===== src/rtl/raster_streamer.sv =====
// Streams a stored IMG_W x IMG_H frame from a sync-read RAM in raster order,
// tagging sof/eol/eof, through a 2-entry skid FIFO with valid/ready handshake.
module raster_streamer #(
  parameter int IMG_W  = 15,
  parameter int IMG_H  = 15,
  parameter int PIX_W  = 12,
  parameter int ADDR_W = 8
) (
  input  logic              clk,
  input  logic              reset,
  input  logic              start,
  input  logic [2:0]        freq_flag_in,
  output logic [ADDR_W-1:0] mem_addr,
  output logic              mem_ren,
  input  logic [PIX_W-1:0]  mem_rdata,
  output logic [PIX_W-1:0]  data_out,
  output logic              valid,
  input  logic              ready,
  output logic              sof,
  output logic              eol,
  output logic              eof,
  output logic [2:0]        freq_flag,
  output logic              busy,
  output logic              done
);
  localparam int NPIX = IMG_W * IMG_H;
  localparam int CW   = (IMG_W > 1) ? $clog2(IMG_W) : 1;
  localparam int RW   = (IMG_H > 1) ? $clog2(IMG_H) : 1;
  localparam logic [ADDR_W-1:0] LAST_A = ADDR_W'(NPIX - 1);
  localparam logic [CW-1:0]     LAST_C = CW'(IMG_W - 1);
  localparam logic [RW-1:0]     LAST_R = RW'(IMG_H - 1);

  generate
    if (NPIX > (1 << ADDR_W)) begin : g_size_chk
      $error("raster_streamer: IMG_W*IMG_H exceeds RAM address space");
    end
  endgenerate

  typedef enum logic [1:0] {S_IDLE, S_STREAM, S_DRAIN, S_DONE} state_t;
  typedef struct packed {
    logic sof;
    logic eol;
    logic eof;
  } tag_t;
  typedef struct packed {
    logic [PIX_W-1:0] data;
    tag_t             tag;
  } beat_t;

  state_t            state, state_nxt;
  logic [ADDR_W-1:0] rd_cnt;
  logic [CW-1:0]     col;
  logic [RW-1:0]     row;
  logic              rd_vld;
  tag_t              rd_tag;
  beat_t             fifo_q [2];
  logic              wr_ptr, rd_ptr;
  logic [1:0]        cnt;
  logic [2:0]        occ;
  logic              issue, push, pop;
  beat_t             head;

  assign head  = fifo_q[rd_ptr];
  assign valid = (cnt != 2'd0);
  assign pop   = valid && ready;
  assign push  = rd_vld;

  // A beat leaving this cycle frees its slot, so reads keep flowing at full rate.
  assign occ   = {1'b0, cnt} + {2'b0, rd_vld} - {2'b0, pop};
  assign issue = (state == S_STREAM) && (occ < 3'd2);

  assign mem_ren  = issue;
  assign mem_addr = rd_cnt;
  assign data_out = head.data;
  assign sof      = valid && head.tag.sof;
  assign eol      = valid && head.tag.eol;
  assign eof      = valid && head.tag.eof;
  assign busy     = (state != S_IDLE);
  assign done     = (state == S_DONE);

  always_comb begin
    state_nxt = state;
    case (state)
      S_IDLE:   if (start) state_nxt = S_STREAM;
      S_STREAM: if (issue && rd_cnt == LAST_A) state_nxt = S_DRAIN;
      S_DRAIN:  if (pop && head.tag.eof) state_nxt = S_DONE;
      S_DONE:   state_nxt = S_IDLE;
      default:  state_nxt = S_IDLE;
    endcase
  end

  always_ff @(posedge clk or posedge reset) begin
    if (reset) begin
      state     <= S_IDLE;
      freq_flag <= '0;
      rd_cnt    <= '0;
      col       <= '0;
      row       <= '0;
      rd_vld    <= 1'b0;
      rd_tag    <= '0;
      wr_ptr    <= 1'b0;
      rd_ptr    <= 1'b0;
      cnt       <= '0;
      for (int i = 0; i < 2; i++) fifo_q[i] <= '0;
    end else begin
      state <= state_nxt;
      if (state == S_IDLE && start) begin
        freq_flag <= freq_flag_in;
        rd_cnt    <= '0;
        col       <= '0;
        row       <= '0;
      end else if (issue) begin
        if (rd_cnt != LAST_A) rd_cnt <= rd_cnt + 1'b1;
        if (col == LAST_C) begin
          col <= '0;
          row <= (row == LAST_R) ? '0 : row + 1'b1;
        end else begin
          col <= col + 1'b1;
        end
      end
      // Tags travel alongside the read so they line up with the returning data.
      rd_vld <= issue;
      if (issue) begin
        rd_tag.sof <= (rd_cnt == '0);
        rd_tag.eol <= (col == LAST_C);
        rd_tag.eof <= (row == LAST_R) && (col == LAST_C);
      end
      if (push) begin
        fifo_q[wr_ptr] <= '{data: mem_rdata, tag: rd_tag};
        wr_ptr         <= ~wr_ptr;
      end
      if (pop) rd_ptr <= ~rd_ptr;
      cnt <= cnt + {1'b0, push} - {1'b0, pop};
    end
  end
endmodule

===== config.mk =====
export PLATFORM = sky130hd
export DESIGN_NAME = raster_streamer
export DESIGN_NICKNAME = d
export VERILOG_FILES = /design/src/rtl/raster_streamer.sv
export SDC_FILE = /design/constraint.sdc
export NUM_CORES = 1
export LEC_CHECK = 0
export CAP_MARGIN = 20
export CORE_MARGIN = 8
export CORE_UTILIZATION = 45
export DETAILED_ROUTE_END_ITERATION = 8
export GPL_TIMING_DRIVEN = 0
export PLACE_DENSITY_LB_ADDON = 0.15
export SLEW_MARGIN = 20
export SYNTH_ARGS = -nofsm -noshare
export SYNTH_HDL_FRONTEND = slang
export SYNTH_SLANG_ARGS = --single-unit

===== constraint.sdc =====
create_clock -name clk -period 3.5 [get_ports clk]
set_clock_uncertainty 0.05 [all_clocks]
set_input_delay 0.525 -clock clk [delete_from_list [all_inputs] [get_ports clk]]
set_output_delay 0.525 -clock clk [all_outputs]
set_load 0.05 [all_outputs]

==> impl_metrics.sql, run 1 <==
INSERT INTO impl_metrics (metric_group, metric, value, unit) VALUES
('outcome', 'outcome', 'finished, final reports clean', ''),
('floorplanning', 'start_util', '0.456', ''),
('yosys', 'synthFlopType', 'sky130_fd_sc_hd__dfrtp_1', ''),
('clock_network', 'clk-insertion-delay-late', '0.33', 'ns'),
('drt', 'dr_total_vias', '2032', ''),
('floorplanning', 'fp.dieW', '95.5', 'um'),
('yosys', 'synth-edff-count', '0', ''),
('final_layout', 'diodes', '0', ''),
('global_route', 'globalRouteOverflowTotal', '0', ''),
('floorplanning', 'fp-row-count', '29', ''),
('clock_network', 'htree_num_levels', '3', ''),
('power_and_ir_drop', 'vdd_ir_drop_max', '0.617', 'mV'),
('sta', 'finalHoldViolCount', '0', ''),
('placed_design', 'detailed_place_hpwl', '4260', 'um'),
('setup_path', 'timing_worst_setup_path_type', 'in2out', ''),
('floorplanning', 'die_footprint', '9130', 'um^2'),
('global_route', 'gr_util_all_layers', '0.139', ''),
('setup_path', 'critPathCaptureType', 'primary output', ''),
('sta', 'timing.final.max_slew_violations', '0', ''),
('setup_path', 'timing.critical_path.required', '2.92', 'ns'),
('sta', 'finalSetupViolCount', '0', ''),
('setup_path', 'slowest_stage', 'sky130_fd_sc_hd__fa_2', ''),
('setup_path', 'crit_path_frequent_cell', 'sky130_fd_sc_hd__inv_1', ''),
('yosys', 'mappedNetlistNets', '280', ''),
('final_layout', 'area_delta_synth_final', '31.2', '%'),
('drt', 'drt-pass1-iter-count', '4', ''),
('yosys', 'synth.avg_cell_area', '11.5', 'um^2'),
('sta', 'finalHoldWorstSlack', '0.408', 'ns'),
('sta', 'final.period_utilization', '0.966', ''),
('sta', 'relSlewSlack', '0.456', ''),
('setup_path', 'timing.critical_path.arrival', '2.81', 'ns'),
('clock_network', 'number_of_clock_buffers_inserted_by_tritoncts', '9', ''),
('setup_path', 'cp_slowest_stage_delay', '0.46', 'ns'),
('power_and_ir_drop', 'pwr_density_cell', '1040', 'nW/um^2'),
('run', 'cap_violations', '0', ''),
('global_route', 'largest_net_degree_at_the_start_of_global_routing', '48', ''),
('sta', 'fmax', '0.296', 'GHz'),
('drt', 'drt-total-wl', '5940', 'um'),
('clock_network', 'max-clock-path-buffers', '2', ''),
('placed_design', 'portBuffers', '48', ''),
('yosys', 'synth-warning-count', '0', ''),
('power_and_ir_drop', 'p_leak', '0.00166', 'uW'),
('hold_path', 'hold_path.class', 'in2async', ''),
('final_layout', 'post_route_cells_drive_above_1_share', '0.238', ''),
('drt', 'drt_iter0_markers', '36', ''),
('setup_path', 'worst-path-max-fanout', '8', ''),
('setup_path', 'rr_startpoint', 'cnt[1]$_DFF_PP0_', ''),
('floorplanning', 'core_region_area', '6240', 'um^2'),
('yosys', 'yosys.cell_types.count', '35', ''),
('clock_network', 'clk_transition_reported_paths', '0.07', 'ns'),
('setup_path', 'cp-startpoint', 'ready', ''),
('setup_path', 'crit_chain', 'clkdlybuf4s50_1 > o21ai_2 > inv_1 > ha_1 > inv_1 > ha_2 > fa_2 > nand2b_4 > or2_0 > clkbuf_4 > inv_2 > buf_8', ''),
('clock_network', 'clock_tree.root_cell', 'sky130_fd_sc_hd__clkbuf_8', ''),
('sta', 'final.min_clock_period', '3.38', 'ns'),
('drt', 'route.detailed.vias_per_inst', '5.18', ''),
('floorplanning', 'dieHeight', '95.5', 'um'),
('drt', 'wl_per_cell', '15.2', 'um'),
('yosys', 'synthesized_instance_count', '247', ''),
('global_route', 'antenna_found_initial', '0', ''),
('clock_network', 'tritoncts_sink_count', '59', ''),
('global_route', 'first_global_vias', '2051', ''),
('floorplanning', 'boundaryPins', '49', ''),
('drt', 'detail_route.drc_violations', '0', ''),
('clock_network', 'cts_tree', 'built', ''),
('yosys', 'cell_area_after_synthesis', '2850', 'um^2'),
('yosys', 'post_synthesis_sequential_area_ratio', '0.519', ''),
('global_route', 'grt_pass1_wl', '9860', 'um'),
('yosys', 'synth.area.top_cells', 'sky130_fd_sc_hd__dfrtp_1, sky130_fd_sc_hd__mux2_2, sky130_fd_sc_hd__ha_1', ''),
('setup_path', 'start_kind', 'input pin', ''),
('drt', 'antenna_left', '0', ''),
('sta', 'final_critical_path_setup_slack', '0.120', 'ns'),
('yosys', 'library_cell_with_the_largest_summed_area_after_synthesis', 'sky130_fd_sc_hd__dfrtp_1', ''),
('yosys', 'area_share_of_the_largest_cell_type_after_synthesis', '0.519', ''),
('setup_path', 'timing.reg2reg.setup_slack', '0.35', 'ns'),
('sta', 'worstMarginPinSlew', '0.810', 'ns'),
('final_layout', 'layout.nets', '345', ''),
('placed_design', 'place_congestion', '0.773', ''),
('yosys', 'asyncSetResetFlopFracSynth', '1.00', ''),
('yosys', 'ys_ff_latch', '59', ''),
('placed_design', 'dp_slack', '-1.06', 'ns');
[metrics by stage]
step | TNS [ns] | cells | cell area [um^2] | util | power [uW]
after floorplan | 0 | 247 | 2850 | - | 2500
after global placement | -3.64 | 372 | 3420 | 0.549 | 3020
after detailed placement | -3.27 | 373 | 3450 | 0.553 | 3060
after CTS | 0 | 388 | 3700 | 0.592 | 3830
after global routing | -0.0170 | 392 | 3730 | 0.598 | 4120
final | 0 | 392 | 3730 | 0.598 | 3890
[kinds of logic after synthesis]
kind of cell / count (synthesis) / share of synthesized area
simple gates: 69 / 0.120
fa+ha+maj: 14 / 0.0642
buf+inv: 24 / 0.0321
compound gates: 26 / 0.0563
xor+xnor: 7 / 0.0215
mux: 48 / 0.187
flops: 59 / 0.519
[cell type report]
type	count	area, um^2
tap	77	96.3
timing repair buffer	54	551
inverter	16	62.6
sequential	59	1480
buffer	8	35.0
multi-input combinational	164	1310
clock inverter	2	35.0
fill	532	2510
clock buffer	12	165
[metal layers]
metal | global-route usage | routed length (um) | vias up
met5 | 0 | 0 | -
met4 | 0.0730 | 126 | 0
met1 | 0.171 | 2610 | 985
met3 | 0.0394 | 322 | 14
met2 | 0.219 | 2880 | 44
li1 | - | - | 989
[registers in the layout (all words and copies together), names as in the netlist]
register,count
rd_ptr,1
col,4
push,1
row,4
cnt,2
fifo_q,30
wr_ptr,1
freq_flag,3
mem_addr,8
rd_tag,3
state,2
[worst max-delay path, delay by kind of cell]
kind | cells | cell delay, ns
AO/OA/AOI/OAI | 1 | 0.08
adder cells (fa/ha/maj) | 3 | 0.89
buffers and inverters | 6 | 0.94
AND/OR/NAND/NOR | 2 | 0.36
[power by group]
group	leakage, uW	internal, uW	total (uW)	switching [uW]
combinational	0.000820	929	2150	1220
clock	0.000104	378	632	254
sequential	0.000740	937	1110	175
total	0.00166	2240	3890	1650
[synthesized netlist by cell type (3+ instances only)]
cell type	n
sky130_fd_sc_hd__o21ai_0	9
sky130_fd_sc_hd__nor3_1	7
sky130_fd_sc_hd__mux2i_1	6
sky130_fd_sc_hd__xnor2_1	6
sky130_fd_sc_hd__nor2_1	16
sky130_fd_sc_hd__ha_1	13
sky130_fd_sc_hd__nand3_1	7
sky130_fd_sc_hd__inv_1	16
sky130_fd_sc_hd__nor4_1	3
sky130_fd_sc_hd__mux2_2	42
sky130_fd_sc_hd__clkbuf_1	6
sky130_fd_sc_hd__dfrtp_1	59
sky130_fd_sc_hd__a31oi_1	3
sky130_fd_sc_hd__a21oi_1	9
sky130_fd_sc_hd__nand2b_1	3
sky130_fd_sc_hd__nand2_1	20
[path summary, 6_finish.rpt]
check	to	depth (start not counted)
hold reg to reg	freq_flag[0]$_DFFE_PP0P_	2
setup reg to reg	row[3]$_DFFE_PP0P_	11
max in group asynchronous	fifo_q[15]$_DFFE_PP0P_	3
min in group clk	freq_flag[0]$_DFFE_PP0P_	2
setup / recovery	mem_ren	12
hold / removal	mem_addr[4]$_DFFE_PP0P_	2
[cell usage in the layout (no fill, tap or decap), types with 2 or more instances in the layout]
master / instances
sky130_fd_sc_hd__dfrtp_1: 59
sky130_fd_sc_hd__clkdlybuf4s50_1: 47
sky130_fd_sc_hd__mux2_2: 42
sky130_fd_sc_hd__nand2_1: 20
sky130_fd_sc_hd__nor2_1: 16
sky130_fd_sc_hd__inv_1: 14
sky130_fd_sc_hd__ha_1: 12
sky130_fd_sc_hd__clkbuf_8: 12
sky130_fd_sc_hd__a21oi_1: 9
sky130_fd_sc_hd__o21ai_0: 8
sky130_fd_sc_hd__nand3_1: 7
sky130_fd_sc_hd__nor3_1: 7
sky130_fd_sc_hd__mux2i_1: 6
sky130_fd_sc_hd__clkbuf_1: 5
sky130_fd_sc_hd__xnor2_1: 5
sky130_fd_sc_hd__buf_4: 5
sky130_fd_sc_hd__nor4_1: 3
sky130_fd_sc_hd__a31oi_1: 3
sky130_fd_sc_hd__and3_1: 2
sky130_fd_sc_hd__or4_1: 2
sky130_fd_sc_hd__a41oi_1: 2
sky130_fd_sc_hd__nand2b_1: 2
[timing repair]
action | in CTS | in global routing
hold buffers | 0 | 0
gates resized for setup | 16 | 4
setup buffers | 1 | 4
gates cloned | 0 | 0
setup endpoints to repair | 1 | 1
pin swaps | 2 | 1
(Power assumes the default switching activity.)
==> run 2, diff against run 1 <==
CORE_MARGIN = 2   (was 8)
==> run 2 against run 1 <==
- sequential share of layout area rose by 0.43 points
- utilization rose by 1.5 points
- first-iteration DRC count rose by 25%
- die area fell by 24%
- routed wire length fell by 5.7%
- largest power group unchanged
- critical path depth did not move
- critical path type unchanged
- largest cell class unchanged
- non-clock buffer count did not move
==> impl_metrics.sql, run 2 (synthesis results as in run 1) <==
INSERT INTO impl_metrics (metric_group, metric, value, unit) VALUES
('power_and_ir_drop', 'vdd_ir_drop_max', '0.654', 'mV'),
('final_layout', 'max_flop_register', 'fifo_q', ''),
('final_layout', 'filler_cell_count', '478', ''),
('power_and_ir_drop', 'internal_power', '2120', 'uW'),
('power_and_ir_drop', 'switching_power_share_of_the_total', '0.438', ''),
('final_layout', 'postLayoutCoreUtil', '0.613', ''),
('setup_path', 'start_kind', 'input pin', ''),
('drt', 'drt-pass1-iter-count', '4', ''),
('drt', 'wl_per_cell', '14.3', 'um'),
('setup_path', 'critPathCaptureType', 'primary output', ''),
('power_and_ir_drop', 'totalPowerFinal', '3770', 'uW'),
('clock_network', 'clk-insertion-delay-late', '0.33', 'ns'),
('global_route', 'largest_net_degree_at_the_start_of_global_routing', '56', ''),
('sta', 'timing.final.max_slew_violations', '0', ''),
('drt', 'route.detailed.vias_per_inst', '5.18', ''),
('placed_design', 'place_congestion', '0.824', ''),
('final_layout', 'diodes', '0', ''),
('clock_network', 'htree_num_levels', '3', ''),
('sta', 'finalHoldViolCount', '0', ''),
('floorplanning', 'dieHeight', '83.5', 'um'),
('drt', 'antenna_left', '0', ''),
('power_and_ir_drop', 'pwr_density_cell', '1020', 'nW/um^2'),
('power_and_ir_drop', 'net_switching', '1650', 'uW'),
('final_layout', 'area_delta_synth_final', '29.8', '%'),
('power_and_ir_drop', 'p_leak', '0.00165', 'uW'),
('global_route', 'grt_pass1_wl', '9780', 'um'),
('global_route', 'globalRouteOverflowTotal', '0', ''),
('sta', 'unrepaired_setup_endpoints_after_global_routing', 'no', ''),
('setup_path', 'timing_worst_setup_path_type', 'in2out', ''),
('sta', 'finalSetupViolCount', '0', ''),
('floorplanning', 'die_footprint', '6980', 'um^2'),
('clock_network', 'tritoncts_sink_count', '59', ''),
('drt', 'detail_route.drc_violations', '0', ''),
('drt', 'drt_iter0_markers', '45', ''),
('global_route', 'first_global_vias', '2077', ''),
('setup_path', 'timing.reg2reg.setup_slack', '0.45', 'ns'),
('floorplanning', 'fp.dieW', '83.5', 'um'),
('floorplanning', 'start_util', '0.472', ''),
('global_route', 'antenna_found_initial', '0', ''),
('sta', 'final.period_utilization', '0.964', ''),
('sta', 'final.min_clock_period', '3.37', 'ns'),
('clock_network', 'max-clock-path-buffers', '2', ''),
('power_and_ir_drop', 'combinationalPowerShare', '0.569', ''),
('final_layout', 'post_layout_nonfiller_instances', '392', ''),
('clock_network', 'clk_transition_reported_paths', '0.06', 'ns'),
('outcome', 'outcome', 'finished, final reports clean', ''),
('sta', 'worstMarginPinSlew', '0.796', 'ns'),
('placed_design', 'detailed_place_hpwl', '3810', 'um'),
('setup_path', 'timing.critical_path.required', '2.92', 'ns'),
('drt', 'drt-total-wl', '5600', 'um'),
('sta', 'relSlewSlack', '0.465', ''),
('clock_network', 'number_of_clock_buffers_inserted_by_tritoncts', '9', ''),
('final_layout', 'largest_reg_flops', '30', ''),
('floorplanning', 'fp-row-count', '28', ''),
('setup_path', 'worst-path-max-fanout', '8', ''),
('drt', 'met3WireLength', '265', 'um'),
('final_layout', 'mostFrequentLayoutCell', 'sky130_fd_sc_hd__dfrtp_1', ''),
('placed_design', 'portBuffers', '48', ''),
('setup_path', 'timing.critical_path.arrival', '2.80', 'ns'),
('drt', 'dr_total_vias', '2029', ''),
('clock_network', 'cts_tree', 'built', ''),
('hold_path', 'hold_path.class', 'in2async', ''),
('floorplanning', 'core_region_area', '6030', 'um^2'),
('power_and_ir_drop', 'share_clk_of_total_power', '0.137', ''),
('sta', 'fmax', '0.296', 'GHz'),
('final_layout', 'highest_count_cells_in_the_layout_ignoring_fill_and_taps', 'sky130_fd_sc_hd__dfrtp_1, sky130_fd_sc_hd__clkdlybuf4s50_1, sky130_fd_sc_hd__mux2_2', ''),
('power_and_ir_drop', 'seq_power_share', '0.295', ''),
('placed_design', 'dp.cells', '371', ''),
('clock_network', 'clock_tree.root_cell', 'sky130_fd_sc_hd__clkbuf_8', ''),
('drt', 'top_layer', 'met4', ''),
('drt', 'routed-wl-met2', '2600', 'um'),
('run', 'cap_violations', '0', ''),
('final_layout', 'post_route_cells_drive_above_1_share', '0.240', ''),
('drt', 'drt-met1-wl', '2660', 'um'),
('floorplanning', 'boundaryPins', '49', ''),
('global_route', 'gr_util_all_layers', '0.177', ''),
('final_layout', 'layout.nets', '345', '');
==> run 2: area by class of cell <==
cell class,instances,area [um^2],area share
clock inverters,6,32.5,0.00880
multi-input cells,164,1310,0.356
well taps,75,93.8,0.0254
plain buffers,8,35.0,0.00948
inverters,16,65.1,0.0176
clock buffers,10,128,0.0345
flip-flops and latches,59,1480,0.400
repair buffers,54,551,0.149
==> run 2: final timing paths <==
check                                              start  cells after the start                        to
worst max-delay path                               ready                     12                   mem_ren
worst min-delay path                               reset                      2    fifo_q[13]$_DFFE_PP0P_
worst max register to register          cnt[1]$_DFF_PP0_                     10        row[3]$_DFFE_PP0P_
worst min register to register  freq_flag[2]$_DFFE_PP0P_                      2  freq_flag[2]$_DFFE_PP0P_
max in group asynchronous                          reset                      3     fifo_q[1]$_DFFE_PP0P_
min in group clk                freq_flag[2]$_DFFE_PP0P_                      2  freq_flag[2]$_DFFE_PP0P_
==> run 2: per-stage QoR <==
step	setup TNS, ns	hold WS [ns]	worst slack, ns	instance area (um^2)
2_1_floorplan	0	0.411	0.263	2850
3_3_place_gp	-3.15	0.417	-1.08	3420
3_5_place_dp	-3.26	0.415	-1.06	3450
4_1_cts	0	0.361	0.0237	3660
5_1_grt	0	0.368	0.0251	3690
6_report	0	0.369	0.126	3690
==> run 2: what timing repair did <==
action | 4_1_cts | 5_1_grt
setup buffers | 2 | 3
setup endpoints to repair | 2 | 1
pin swaps | 2 | 1
resized for setup | 16 | 6
hold buffers | 0 | 0
==> run 2: critical path, stage by stage <==
cell and delay [ns]:
sky130_fd_sc_hd__clkdlybuf4s50_1 0.42, sky130_fd_sc_hd__o21ai_2 0.08, sky130_fd_sc_hd__inv_1 0.06, sky130_fd_sc_hd__ha_1 0.26, sky130_fd_sc_hd__inv_1 0.06, sky130_fd_sc_hd__ha_2 0.17, sky130_fd_sc_hd__fa_2 0.47, sky130_fd_sc_hd__nand2b_4 0.17
sky130_fd_sc_hd__or2_0 0.20, sky130_fd_sc_hd__buf_4 0.17, sky130_fd_sc_hd__inv_4 0.07, sky130_fd_sc_hd__buf_8 0.14
==> run 2: power groups by stage <==
stage | registers [uW] | clock network [uW] | logic [uW]
2_1_floorplan | 1160 | 0 | 1340
3_3_place_gp | 1100 | 0 | 1910
3_5_place_dp | 1110 | 0 | 1930
4_1_cts | 1110 | 529 | 2050
5_1_grt | 1150 | 571 | 2290
6_report | 1110 | 516 | 2150
==> run 2: routing by layer <==
| layer | global-route usage | up-vias |
|---|---|---|
| li1 | - | 992 |
| met1 | 0.225 | 980 |
| met2 | 0.284 | 50 |
| met3 | 0.0603 | 7 |
| met4 | 0.0572 | 0 |
| met5 | 0 | - |
